$ cat config.mk
export PLATFORM = sky130hd
export DESIGN_NAME = fetch_stage_flat
export DESIGN_NICKNAME = d
export VERILOG_FILES = /design/src/rtl/fetch_stage_pkg.sv /design/src/rtl/fetch_stage_if.sv /design/src/rtl/fetch_stage_if_id.sv /design/src/rtl/fetch_stage.sv /design/src/flat_wrapper.sv
export SDC_FILE = /design/constraint.sdc
export NUM_CORES = 1
export LEC_CHECK = 0
export CELL_PAD_IN_SITES_DETAIL_PLACEMENT = 0
export CELL_PAD_IN_SITES_GLOBAL_PLACEMENT = 2
export CORE_MARGIN = 2
export CORE_UTILIZATION = 35
export DETAILED_ROUTE_END_ITERATION = 7
export DONT_BUFFER_PORTS = 1
export MAX_ROUTING_LAYER = met4
export PLACE_DENSITY_LB_ADDON = 0.1
export SLEW_MARGIN = 10
export SYNTH_ARGS = -nofsm -noshare
export SYNTH_HDL_FRONTEND = slang
export SYNTH_HIERARCHICAL = 1
export SYNTH_SLANG_ARGS = --single-unit
$ cat constraint.sdc
create_clock -name clk_i -period 3.1 [get_ports clk_i]
set_input_delay 0.62 -clock clk_i [delete_from_list [all_inputs] [get_ports clk_i]]
set_output_delay 0.62 -clock clk_i [all_outputs]
set_load 0.02 [all_outputs]
$ cat src/rtl/fetch_stage_pkg.sv
// Shared definitions for the instruction-fetch stage: reset vector, bubble word,
// FSM state encoding and the IF/ID payload struct.
package fetch_stage_pkg;

    localparam int unsigned XLEN = 32;

    localparam logic [XLEN-1:0] DEF_RESET_VECTOR = 32'h0040_0000;
    localparam logic [XLEN-1:0] DEF_NOP_WORD     = 32'h0000_0000;  // sll $0,$0,0

    // FSM state encoding
    localparam logic [1:0] ST_BOOT   = 2'd0;
    localparam logic [1:0] ST_RUN    = 2'd1;
    localparam logic [1:0] ST_HALTED = 2'd2;

    // IF/ID pipeline register payload
    typedef struct packed {
        logic [XLEN-1:0] instruction;
        logic [XLEN-1:0] pc_plus_four;
        logic            valid;
    } if_id_t;

    // Redirect targets are word addresses; the two low bits are dropped.
    function automatic logic [XLEN-1:0] word_align(input logic [XLEN-1:0] addr);
        return addr & 32'hFFFF_FFFC;
    endfunction

endpackage

$ cat src/rtl/fetch_stage_if.sv
// Bus between the fetch stage and its environment (hazard unit, decode, imem).
//  master : environment side - drives control/redirect/halt and imem_data
//  slave  : fetch_stage side - drives imem_addr, pc_F and the IF/ID outputs
interface fetch_stage_if;
    import fetch_stage_pkg::*;

    logic            stall_F;
    logic            stall_D;
    logic            flush_D;
    logic            jump;
    logic [XLEN-1:0] jump_address;
    logic            halt;
    logic [XLEN-1:0] imem_addr;
    logic [XLEN-1:0] imem_data;
    logic [XLEN-1:0] pc_F;
    logic [XLEN-1:0] instruction;
    logic [XLEN-1:0] pc_plus_four;
    logic            valid_D;
    logic            halted;

    modport master (
        output stall_F, stall_D, flush_D, jump, jump_address, halt, imem_data,
        input  imem_addr, pc_F, instruction, pc_plus_four, valid_D, halted
    );

    modport slave (
        input  stall_F, stall_D, flush_D, jump, jump_address, halt, imem_data,
        output imem_addr, pc_F, instruction, pc_plus_four, valid_D, halted
    );

endinterface

$ cat src/rtl/fetch_stage_if_id.sv
// IF/ID pipeline register with flush (highest priority), stall (hold) and load.
// Ports:
//  clk_i, rst_i : clock, asynchronous active-high reset (loads the bubble)
//  flush_i      : load the bubble {NOP_WORD, 0, valid 0}
//  stall_i      : hold current contents
//  d_i          : payload loaded when neither flush nor stall
//  q_o          : registered payload
module fetch_stage_if_id
    import fetch_stage_pkg::*;
#(
    parameter logic [XLEN-1:0] NOP_WORD = DEF_NOP_WORD
) (
    input  logic   clk_i,
    input  logic   rst_i,
    input  logic   flush_i,
    input  logic   stall_i,
    input  if_id_t d_i,
    output if_id_t q_o
);

    localparam if_id_t BUBBLE = '{NOP_WORD, 32'h0, 1'b0};

    if_id_t reg_q;

    always_ff @(posedge clk_i or posedge rst_i) begin
        if (rst_i) begin
            reg_q <= BUBBLE;
        end else if (flush_i) begin
            reg_q <= BUBBLE;
        end else if (!stall_i) begin
            reg_q <= d_i;
        end
    end

    assign q_o = reg_q;

endmodule

$ cat src/rtl/fetch_stage.sv
// Instruction-fetch stage: owns the PC, drives the imem address, applies decode
// redirects and hazard-unit stall/flush, and feeds decode through the IF/ID register.
// No delay slot: a taken redirect squashes the word fetched behind it.
// Ports:
//  clk_i, rst_i : clock, asynchronous active-high reset
//  bus (slave)  : stall_F/stall_D/flush_D, jump/jump_address, halt, imem_addr/imem_data,
//                 pc_F, instruction, pc_plus_four, valid_D, halted
module fetch_stage
    import fetch_stage_pkg::*;
#(
    parameter logic [XLEN-1:0] RESET_VECTOR = DEF_RESET_VECTOR,
    parameter logic [XLEN-1:0] NOP_WORD     = DEF_NOP_WORD
) (
    input  logic          clk_i,
    input  logic          rst_i,
    fetch_stage_if.slave  bus
);

    localparam if_id_t BUBBLE = '{NOP_WORD, 32'h0, 1'b0};

    logic [1:0]      state_q, state_d;
    logic [XLEN-1:0] pc_q, pc_d;
    logic            halted_q, halted_d;
    logic            if_flush;
    logic            if_stall;
    if_id_t          if_id_d;
    if_id_t          if_id_q;

    // State, PC and halted flag
    always_ff @(posedge clk_i or posedge rst_i) begin
        if (rst_i) begin
            state_q  <= ST_BOOT;
            pc_q     <= RESET_VECTOR;
            halted_q <= 1'b0;
        end else begin
            state_q  <= state_d;
            pc_q     <= pc_d;
            halted_q <= halted_d;
        end
    end

    // Next-state, next-PC and IF/ID control
    always_comb begin
        state_d  = state_q;
        pc_d     = pc_q;
        if_flush = 1'b1;  // BOOT and HALTED keep IF/ID a bubble
        if_stall = 1'b0;
        if_id_d  = '{bus.imem_data, pc_q + XLEN'(4), 1'b1};

        case (state_q)
            ST_BOOT: begin
                state_d = ST_RUN;
            end
            ST_RUN: begin
                if (bus.halt) begin
                    // PC freezes and the word in IF/ID is squashed on the halt edge
                    state_d = ST_HALTED;
                end else begin
                    if_flush = bus.flush_D;
                    if_stall = bus.stall_D;
                    if (bus.jump) begin
                        if_id_d = BUBBLE;
                    end
                    // A jump under stall_D is stale; the hazard unit re-presents it
                    if (!bus.stall_F) begin
                        if (bus.jump && !bus.stall_D) begin
                            pc_d = word_align(bus.jump_address);
                        end else begin
                            pc_d = pc_q + XLEN'(4);
                        end
                    end
                end
            end
            ST_HALTED: begin
                state_d = ST_HALTED;
            end
            default: begin
                state_d = ST_HALTED;
            end
        endcase

        halted_d = (state_d == ST_HALTED);
    end

    fetch_stage_if_id #(
        .NOP_WORD (NOP_WORD)
    ) u_if_id (
        .clk_i   (clk_i),
        .rst_i   (rst_i),
        .flush_i (if_flush),
        .stall_i (if_stall),
        .d_i     (if_id_d),
        .q_o     (if_id_q)
    );

    assign bus.imem_addr    = pc_q;
    assign bus.pc_F         = pc_q;
    assign bus.instruction  = if_id_q.instruction;
    assign bus.pc_plus_four = if_id_q.pc_plus_four;
    assign bus.valid_D      = if_id_q.valid;
    assign bus.halted       = halted_q;

endmodule

$ cat src/flat_wrapper.sv
// flat-port wrapper written by rule: the top's interface ports become plain ports
module fetch_stage_flat import fetch_stage_pkg::*;
#(
    parameter logic [XLEN-1:0] RESET_VECTOR = DEF_RESET_VECTOR,
    parameter logic [XLEN-1:0] NOP_WORD     = DEF_NOP_WORD
)
  (clk_i, rst_i, bus_stall_F, bus_stall_D, bus_flush_D, bus_jump, bus_jump_address, bus_halt, bus_imem_data, bus_imem_addr, bus_pc_F, bus_instruction, bus_pc_plus_four, bus_valid_D, bus_halted);
  fetch_stage_if bus_i ();
  input  logic clk_i;
  input  logic rst_i;
  input wire logic [$bits(bus_i.stall_F)-1:0] bus_stall_F;
  input wire logic [$bits(bus_i.stall_D)-1:0] bus_stall_D;
  input wire logic [$bits(bus_i.flush_D)-1:0] bus_flush_D;
  input wire logic [$bits(bus_i.jump)-1:0] bus_jump;
  input wire logic [$bits(bus_i.jump_address)-1:0] bus_jump_address;
  input wire logic [$bits(bus_i.halt)-1:0] bus_halt;
  input wire logic [$bits(bus_i.imem_data)-1:0] bus_imem_data;
  output wire logic [$bits(bus_i.imem_addr)-1:0] bus_imem_addr;
  output wire logic [$bits(bus_i.pc_F)-1:0] bus_pc_F;
  output wire logic [$bits(bus_i.instruction)-1:0] bus_instruction;
  output wire logic [$bits(bus_i.pc_plus_four)-1:0] bus_pc_plus_four;
  output wire logic [$bits(bus_i.valid_D)-1:0] bus_valid_D;
  output wire logic [$bits(bus_i.halted)-1:0] bus_halted;
  assign bus_i.stall_F = bus_stall_F;
  assign bus_i.stall_D = bus_stall_D;
  assign bus_i.flush_D = bus_flush_D;
  assign bus_i.jump = bus_jump;
  assign bus_i.jump_address = bus_jump_address;
  assign bus_i.halt = bus_halt;
  assign bus_i.imem_data = bus_imem_data;
  assign bus_imem_addr = bus_i.imem_addr;
  assign bus_pc_F = bus_i.pc_F;
  assign bus_instruction = bus_i.instruction;
  assign bus_pc_plus_four = bus_i.pc_plus_four;
  assign bus_valid_D = bus_i.valid_D;
  assign bus_halted = bus_i.halted;
  fetch_stage #(.RESET_VECTOR(RESET_VECTOR), .NOP_WORD(NOP_WORD)) u_core (.clk_i(clk_i), .rst_i(rst_i), .bus(bus_i));
endmodule
-- Word level (Yosys, flattened, before mapping)
Index checks and enable logic that the tools add are counted.
- register bits: 100
- output and inout bits: 130
- input bits: 71
- reduce and logical (&&, ||, !) cells: 4
- eq/ne operators: 3
- mux-type cells: 12
- $add $sub $neg: 1
- bitwise gates (word level): 2
- operators with widths (cell ; count):
    $mux 65 ; 5
    $add 32x3->32 const B ; 1
    $mux 32 ; 1
    $mux 1 ; 4
    $pmux 2 s2 ; 1
    $reduce_and 3->1 ; 1
    $eq 2x1->1 const B ; 1
    $eq 2x2->1 const B ; 1
    $logic_not 2->1 ; 1
    $mux 2 ; 1
    $ne 2x1->1 const B ; 1
    $not 1->1 ; 2
    $logic_and 1x1->1 ; 1
    $logic_not 1->1 ; 1

-- Logic depth before layout (Yosys ltp)
Gate-level depths: netlist of the first run.
- depth after elaboration: 6
- gate-level depth with buffers: 9
- gate-level depth less buffers: 7

-- Cells and area by module
Netlist of the first run, hierarchy kept.
- by module, submodules not included (module ; instances ; area each (µm²) ; cells each ; seq. area each (µm²)):
    fetch_stage ; 1 ; 3335.7 ; 452 ; 827.0
    fetch_stage_if_id ; 1 ; 2671.3 ; 210 ; 1626.6

-- Least setup slack after synthesis of the first run
No wires, ideal clock.
- kind: reg2reg
- from: register u_core.pc_q[16] (netlist: u_core/bus.imem_addr[16])
- to: register u_core.u_if_id.reg_q, in the netlist u_core/u_if_id/q_o[32]
- period minus slack after synthesis: 2.407 ns
- required time: 2.968 ns
- stages on the path, launching flop included: 9
- arrival: 2.275 ns
- path slack: 0.693 ns
- library setup time: 0.132 ns
- cell sequence: dfrtp_1 > buf_2 > nand4_4 > or4_4 > buf_6 > nor4_4 > mux2_2 > mux2i_1 > nor2_1
- RTL lines (what ; RTL line ; text):
    start, declared ; fetch_stage.sv:22 ; logic [XLEN-1:0] pc_q, pc_d;
    start signal, assigned ; fetch_stage.sv:37 ; pc_q <= pc_d;
    end signal, assigned ; fetch_stage_if_id.sv:31 ; reg_q <= d_i;
    end, declared ; fetch_stage_if_id.sv:23 ; if_id_t reg_q;

==> reports/qor.csv, run 1 <==
metric,value,unit
Final GP Congestion,0.776,
setup ws final,610,ps
largest family of logic cells by synthesized area,simple AND/OR/NAND/NOR gates,
Worst-path clk slew,70,ps
Overall Global Routing Usage,20.5,%
DRC viols,0,
share of layout cells above drive strength 1,11.9,%
critical path peak fanout,11,
Max-Cap Viols,0,
hpwl dp,12900,µm
CORE AREA,0.0167,mm²
number of hold buffers added after CTS,0,
sequential-to-total area share from yosys stat,40.8,%
Worst-Margin Slew,866,ps
"commonest non-fill, non-tap cell in the layout",dfrtp_1,
Fin. Hold Viols,0,
global routing's busiest layer,met2,
WL final,17900,µm
first drt pass iteration count,7,
startpoint types,flop,
count of state elements after synthesis,98,
status,"complete, no violations",
Post-synth EDFFs,0,
YS warnings,6,
Via Count,4717,
Worst path max stage delay,780,ps
"Slowest-stage cell, CP",or4b_2,
pre-CTS WS,628,ps
Post-Synth XOR/XNOR Area,1.60,%
input/output buffers,0,
Syn-to-layout area delta,6.87,%
GRT met3 Usage,7.24,%
Post-layout nets,703,
I/O pin count,201,
most frequent cells in the layout,"97 x dfrtp_1, 89 x nor2_1, 66 x mux2i_1",
post-synthesis instance total,662,
Clock Path Buffers,2,
CP arrival,2760,ps
Compound-Gate Fraction of Synth Area,10.5,%
minimum period implied by the final worst setup slack,2490,ps
largest net degree at the start of global routing,66,
Power Density,463,mW/mm²
CP Capture Type,flop,
Clock Latency Late Sink,350,ps
CTS tree,yes,
Netlist Area Pre-Place,0.00601,mm²
Syn Area/Cell,9.07,µm²
max_slew headroom,42.2,%
Crit Path Category,flop to flop,
"FFs w/ async S/R, synth",100,%
clock sink count,98,
Achievable Freq,402,MHz
post-synthesis cell type count,58,
Worst VDD drop,0.283,mV
"Slew Viols, Final",0,
first-pass GRT wire length,27900,µm
Cell Rows,47,
met1 Use GR,25.4,%
remaining antenna violation count,0,
# setup viols final,0,
LEAKAGE,0.00257,µW
DR WL/cell,20.9,µm
Final Skew,8.22,ps
Setup TNS,0,ps
Worst EP required,3370,ps
DR iter-0 viols,253,
RSZ-0062 raised after global routing,false,
initial antenna violation count,1,
"Critical Path, Cell by Cell",nand3_1 -> or4b_2 -> or3_1 -> a21oi_1 -> mux2i_1 -> nor2_1,
Die Span Y,135,µm
H-tree Lvls,3,
Via-to-Cell Ratio,5.50,
"Top FF cell, synth",dfrtp_1,
clock root buffer,clkbuf_16,
Die Wd,135,µm
post-synthesis simple-gate area fraction,25.1,%
multiplexer share of the synthesized area,11.4,%
met2 Use GR,31.7,%
Initial Util,36.0,%
Final Cycle Share,80.3,%
CTS Buf Count,9,
grt total ovfl,0,
post-CTS setup buffer count,0,
# resized after CTS,0,
vias in the first global route,4788,
Post-Synth Adder-Cell Area,0.208,%
die area,0.0182,mm²
Hold WC Path Type,input pin to asynchronous set/reset pin,
==> critical path: cells and delay by family, from the launching register on <==
kind            cells  cell delay, ps
simple gates        4            1400
flops               1             750
compound gates      1             170
mux                 1              90
==> path summary, 6_finish.rpt <==
check	start	end	slack, ps	depth (start not counted)
min in group clk_i	bus_halt	u_core/bus.halted$_DFF_PP0_	390	1
setup / recovery	u_core/bus.imem_addr[24]$_DFFE_PP0P_	u_core/u_if_id/q_o[31]$_DFFE_PP0P_	610	6
max in group asynchronous	rst_i	u_core/bus.imem_addr[22]$_DFFE_PP1P_	2020	2
hold reg to reg	u_core/state_q[0]$_DFF_PP0_	u_core/bus.halted$_DFF_PP0_	560	1
setup reg to reg	u_core/bus.imem_addr[24]$_DFFE_PP0P_	u_core/u_if_id/q_o[31]$_DFFE_PP0P_	610	6
hold / removal	rst_i	u_core/u_if_id/q_o[49]$_DFFE_PP0P_	290	1
==> synth_stat cells, types with 3 or more instances <==
cell	instances	area, µm²
buf_1	7	26.3
o22ai_1	4	25.0
and3_1	17	106
dfrtp_1	97	2430
inv_1	7	26.3
nand4_1	12	75.1
o311ai_0	6	52.6
mux2i_1	66	661
a2bb2oi_1	4	35.0
and4_1	6	52.6
a22oi_1	3	22.5
clkbuf_1	36	135
o21ai_0	18	90.1
o211ai_1	9	67.6
and2_1	36	225
o31ai_1	5	37.5
buf_2	7	35.0
xnor2_1	8	70.1
buf_12	5	100
nand2_1	22	82.6
nor3_1	19	95.1
or4_1	5	37.5
nor4_1	7	43.8
nor2_1	89	334
xor2_1	3	26.3
or3_1	16	100
nand3_1	32	160
buf_4	36	270
nand3b_1	3	22.5
o2bb2ai_1	4	35.0
a21oi_1	39	195
==> cell families (layout without fill, tap and decap cells) <==
kind of cell,after synthesis,after routing
AND/OR/NAND/NOR,282,282
AO/OA/AOI/OAI,101,101
buffers and inverters,100,69
flip-flops,98,98
multiplexers,68,68
XOR/XNOR,11,11
adder cells (fa/ha/maj),1,1
other,1,7
==> registers in the layout (all words and copies together), names as in the netlist <==
register / cells
u_core/bus.halted: 1
u_core/bus.imem_addr: 30
u_core/u_if_id/q_o: 65
u_core/state_q: 2
==> where the power goes <==
| group | switching [µW] | internal [µW] |
|---|---|---|
| clock | 504 | 711 |
| sequential | 33.8 | 1310 |
| combinational | 278 | 139 |
==> per-stage QoR <==
| stage | std cells | power, µW | hold slack [ps] | area (µm²) | util [%] |
|---|---|---|---|---|---|
| after floorplan | 667 | 1700 | 490 | 6030 | - |
| after global placement | 840 | 1790 | 524 | 6100 | 36.5 |
| after detailed placement | 840 | 1790 | 530 | 6100 | 36.5 |
| after CTS | 856 | 3030 | 305 | 6420 | 38.4 |
| after global routing | 857 | 3130 | 335 | 6420 | 38.4 |
| final | 857 | 2970 | 286 | 6420 | 38.4 |
==> metal layers <==
metal / wire, µm / vias up
met1: 7490 / 2291
met4: 379 / 0
met5: 0 / -
met2: 8380 / 160
li1: - / 2242
met3: 1660 / 24
==> cell type report <==
class                   count  area (µm²)
diodes                      1        2.50
clock buffers              10         229
clock inverters             6        87.6
fillers                  1742       10300
inverters                   7        26.3
multi-input cells         469        2980
flip-flops and latches     98        2450
well taps                 220         275
repair buffers             46         370
(Power assumes the default switching activity.)
==> run 2, diff against run 1 <==
==> constraint.sdc (replaced) <==
create_clock -name clk_i -period 2.5 [get_ports clk_i]
set_input_delay 0.5 -clock clk_i [delete_from_list [all_inputs] [get_ports clk_i]]
set_output_delay 0.5 -clock clk_i [all_outputs]
set_load 0.02 [all_outputs]
==> run 2 against run 1 <==
Effect of this change:
- final cell count is 1.6% higher
- register-to-register slack worse by 340 ps
- design area is 1.7% higher
- utilization is 0.64 points higher
- sequential power is 24% higher
- setup slack worse by 340 ps
- clock power is 22% higher
- sequential share of layout area is 0.63 points lower
- first-iteration DRC count is 26% higher
- routed wire length is 3.6% higher
- die area stayed put
==> reports/qor.csv, run 2 (synthesized netlist as in run 1, its figures left out) <==
metric,value,unit,change
status,"complete, no violations",,
Max-Cap Viols,0,,unchanged
most frequent cells in the layout,"97 x dfrtp_1, 89 x nor2_1, 66 x mux2i_1",,
# resized after CTS,0,,unchanged
switching power,1030,µW,+26%
first-pass GRT wire length,28700,µm,+2.8%
final instance area,0.00653,mm²,+1.7%
largest net degree at the start of global routing,45,,-32%
Setup TNS,0,ps,unchanged
"Critical Path, Cell by Cell",nand4_4 -> or4_4 -> buf_4 -> or3_1 -> a21oi_1 -> mux2i_1 -> nor2_1,,
Worst R2R Setup Slack,270,ps,-340 ps
Power Density,565,mW/mm²,+22%
Via-to-Cell Ratio,5.53,,+0.52%
internal power,2660,µW,+23%
share of layout cells above drive strength 1,13.7,%,+1.7 points
grt total ovfl,0,,unchanged
"Slowest-stage cell, CP",or4_4,,
post-CTS setup buffer count,0,,unchanged
Worst VDD drop,0.320,mV,+13%
Cell Rows,47,,unchanged
initial antenna violation count,1,,unchanged
input/output buffers,0,,unchanged
clock share of power,40.3,%,-0.6 points
Clock Path Buffers,2,,unchanged
Worst EP required,2780,ps,-590 ps
Post-layout nets,717,,+2.0%
CTS tree,yes,,
die area,0.0182,mm²,unchanged
"Slew Viols, Final",0,,unchanged
remaining antenna violation count,0,,unchanged
Syn-to-layout area delta,8.66,%,
critical path peak fanout,17,,+6
WHS,157,ps,-129 ps
power share of the combinational group,14.8,%,+0.8 points
Worst path max stage delay,670,ps,-110 ps
sequential share of power,44.9,%,-0.2 points
LEAKAGE,0.00262,µW,+2.2%
# setup viols final,0,,unchanged
CORE AREA,0.0167,mm²,unchanged
Sw Share,27.8,%,+0.36 points
"CP delay by family, top",simple AND/OR/NAND/NOR gates,,
Die Span Y,135,µm,unchanged
first drt pass iteration count,5,,-2
"Cell Area, Placed",0.00620,mm²,+1.6%
Overall Global Routing Usage,21.1,%,+0.61 points
crit path buf inv count,1,,+1
Crit Path Category,flop to flop,,
H-tree Lvls,3,,unchanged
post-layout power,3690,µW,+24%
Final Skew,5.57,ps,-2.66 ps
RSZ-0062 raised after global routing,false,,
minimum period implied by the final worst setup slack,2230,ps,-264 ps
CP arrival,2510,ps,-250 ps
vias in the first global route,4910,,+2.5%
Achievable Freq,449,MHz,+12%
Final GP Congestion,0.850,,+9.5%
max_slew headroom,63.7,%,+21 points
Worst-path clk slew,70,ps,about the same
"commonest non-fill, non-tap cell in the layout",dfrtp_1,,
I/O pin count,201,,unchanged
Final Cycle Share,89.0,%,+8.7 points
WL final,18600,µm,+3.6%
Via Count,4819,,+2.2%
Fin. Hold Viols,0,,unchanged
Hold WC Path Type,input pin to asynchronous set/reset pin,,
CTS Buf Count,9,,unchanged
DRC viols,0,,unchanged
fillers,1729,,-0.75%
Initial Util,36.0,%,unchanged
Die Wd,135,µm,unchanged
DR iter-0 viols,319,,+26%
DR WL/cell,21.3,µm,+2.0%
max FFs per register,65,,unchanged
Clock Latency Late Sink,350,ps,about the same
clock sink count,98,,unchanged
startpoint types,flop,,
CP Capture Type,flop,,
pre-CTS WS,282,ps,-346 ps
number of hold buffers added after CTS,1,,+1
hpwl dp,13200,µm,+2.9%
clock root buffer,clkbuf_16,,
setup ws final,274,ps,-336 ps
Worst-Margin Slew,545,ps,-321 ps
-- run 2: changes by cell type in the layout (fill, tap and decap cells not counted) --
cell	delta
dlygate4sd3_1	+1
clkinv_2	-2
inv_6	-2
clkbuf_8	+3
buf_4	+13
clkinv_4	+1
bufinv_16	-1
clkinvlp_4	+1
-- run 2: metal layers --
layer,share of wire (%),vias to the layer above,global-route usage (%)
li1,-,2259,-
met5,0,-,-
met1,43,2368,26.9
met4,2.2,0,6.37
met3,6.8,25,6.08
met2,48,167,32.8
-- run 2: worst reg2reg max path: cells and delay by family (launching register included) --
family,cells,cell delay (ps)
simple gates,4,1230
flops,1,390
compound gates,1,190
buf+inv,1,250
mux,1,100
-- run 2: through the flow --
stage / cells / utilization [%]
2_1_floorplan: 667 / -
3_3_place_gp: 853 / 37.1
3_5_place_dp: 853 / 37.1
4_1_cts: 870 / 39.1
5_1_grt: 871 / 39.1
6_report: 871 / 39.1
-- run 2: final timing paths --
path | startpoint | depth (start not counted) | endpoint
max in group asynchronous | rst_i | 3 | u_core/u_if_id/q_o[63]$_DFFE_PP0P_
min reg2reg | u_core/state_q[0]$_DFF_PP0_ | 1 | u_core/bus.halted$_DFF_PP0_
min in group clk_i | bus_halt | 1 | u_core/bus.halted$_DFF_PP0_
max reg2reg | u_core/bus.imem_addr[14]$_DFFE_PP0P_ | 7 | u_core/u_if_id/q_o[31]$_DFFE_PP0P_
min | rst_i | 2 | u_core/state_q[1]$_DFF_PP0_
max | u_core/bus.imem_addr[14]$_DFFE_PP0P_ | 7 | u_core/u_if_id/q_o[31]$_DFFE_PP0P_
-- run 2: area by class of cell --
class	instances	area [µm²]	area share (%)
clock inverter	3	46.3	0.709
multi-input combinational	469	2980	45.6
sequential	98	2450	37.6
timing repair buffer	60	478	7.32
clock buffer	13	270	4.14
tap	220	275	4.22
antenna	1	2.50	0.0383
inverter	7	26.3	0.403
-- run 2: power by group through the flow --
| stage | sequential [µW] | combinational [µW] | clock (µW) |
|---|---|---|---|
| floorplan | 1740 | 369 | 0 |
| global placement | 1680 | 543 | 0 |
| detailed placement | 1690 | 549 | 0 |
| CTS | 1660 | 553 | 1530 |
| global route | 1660 | 605 | 1600 |
| finish | 1660 | 547 | 1490 |
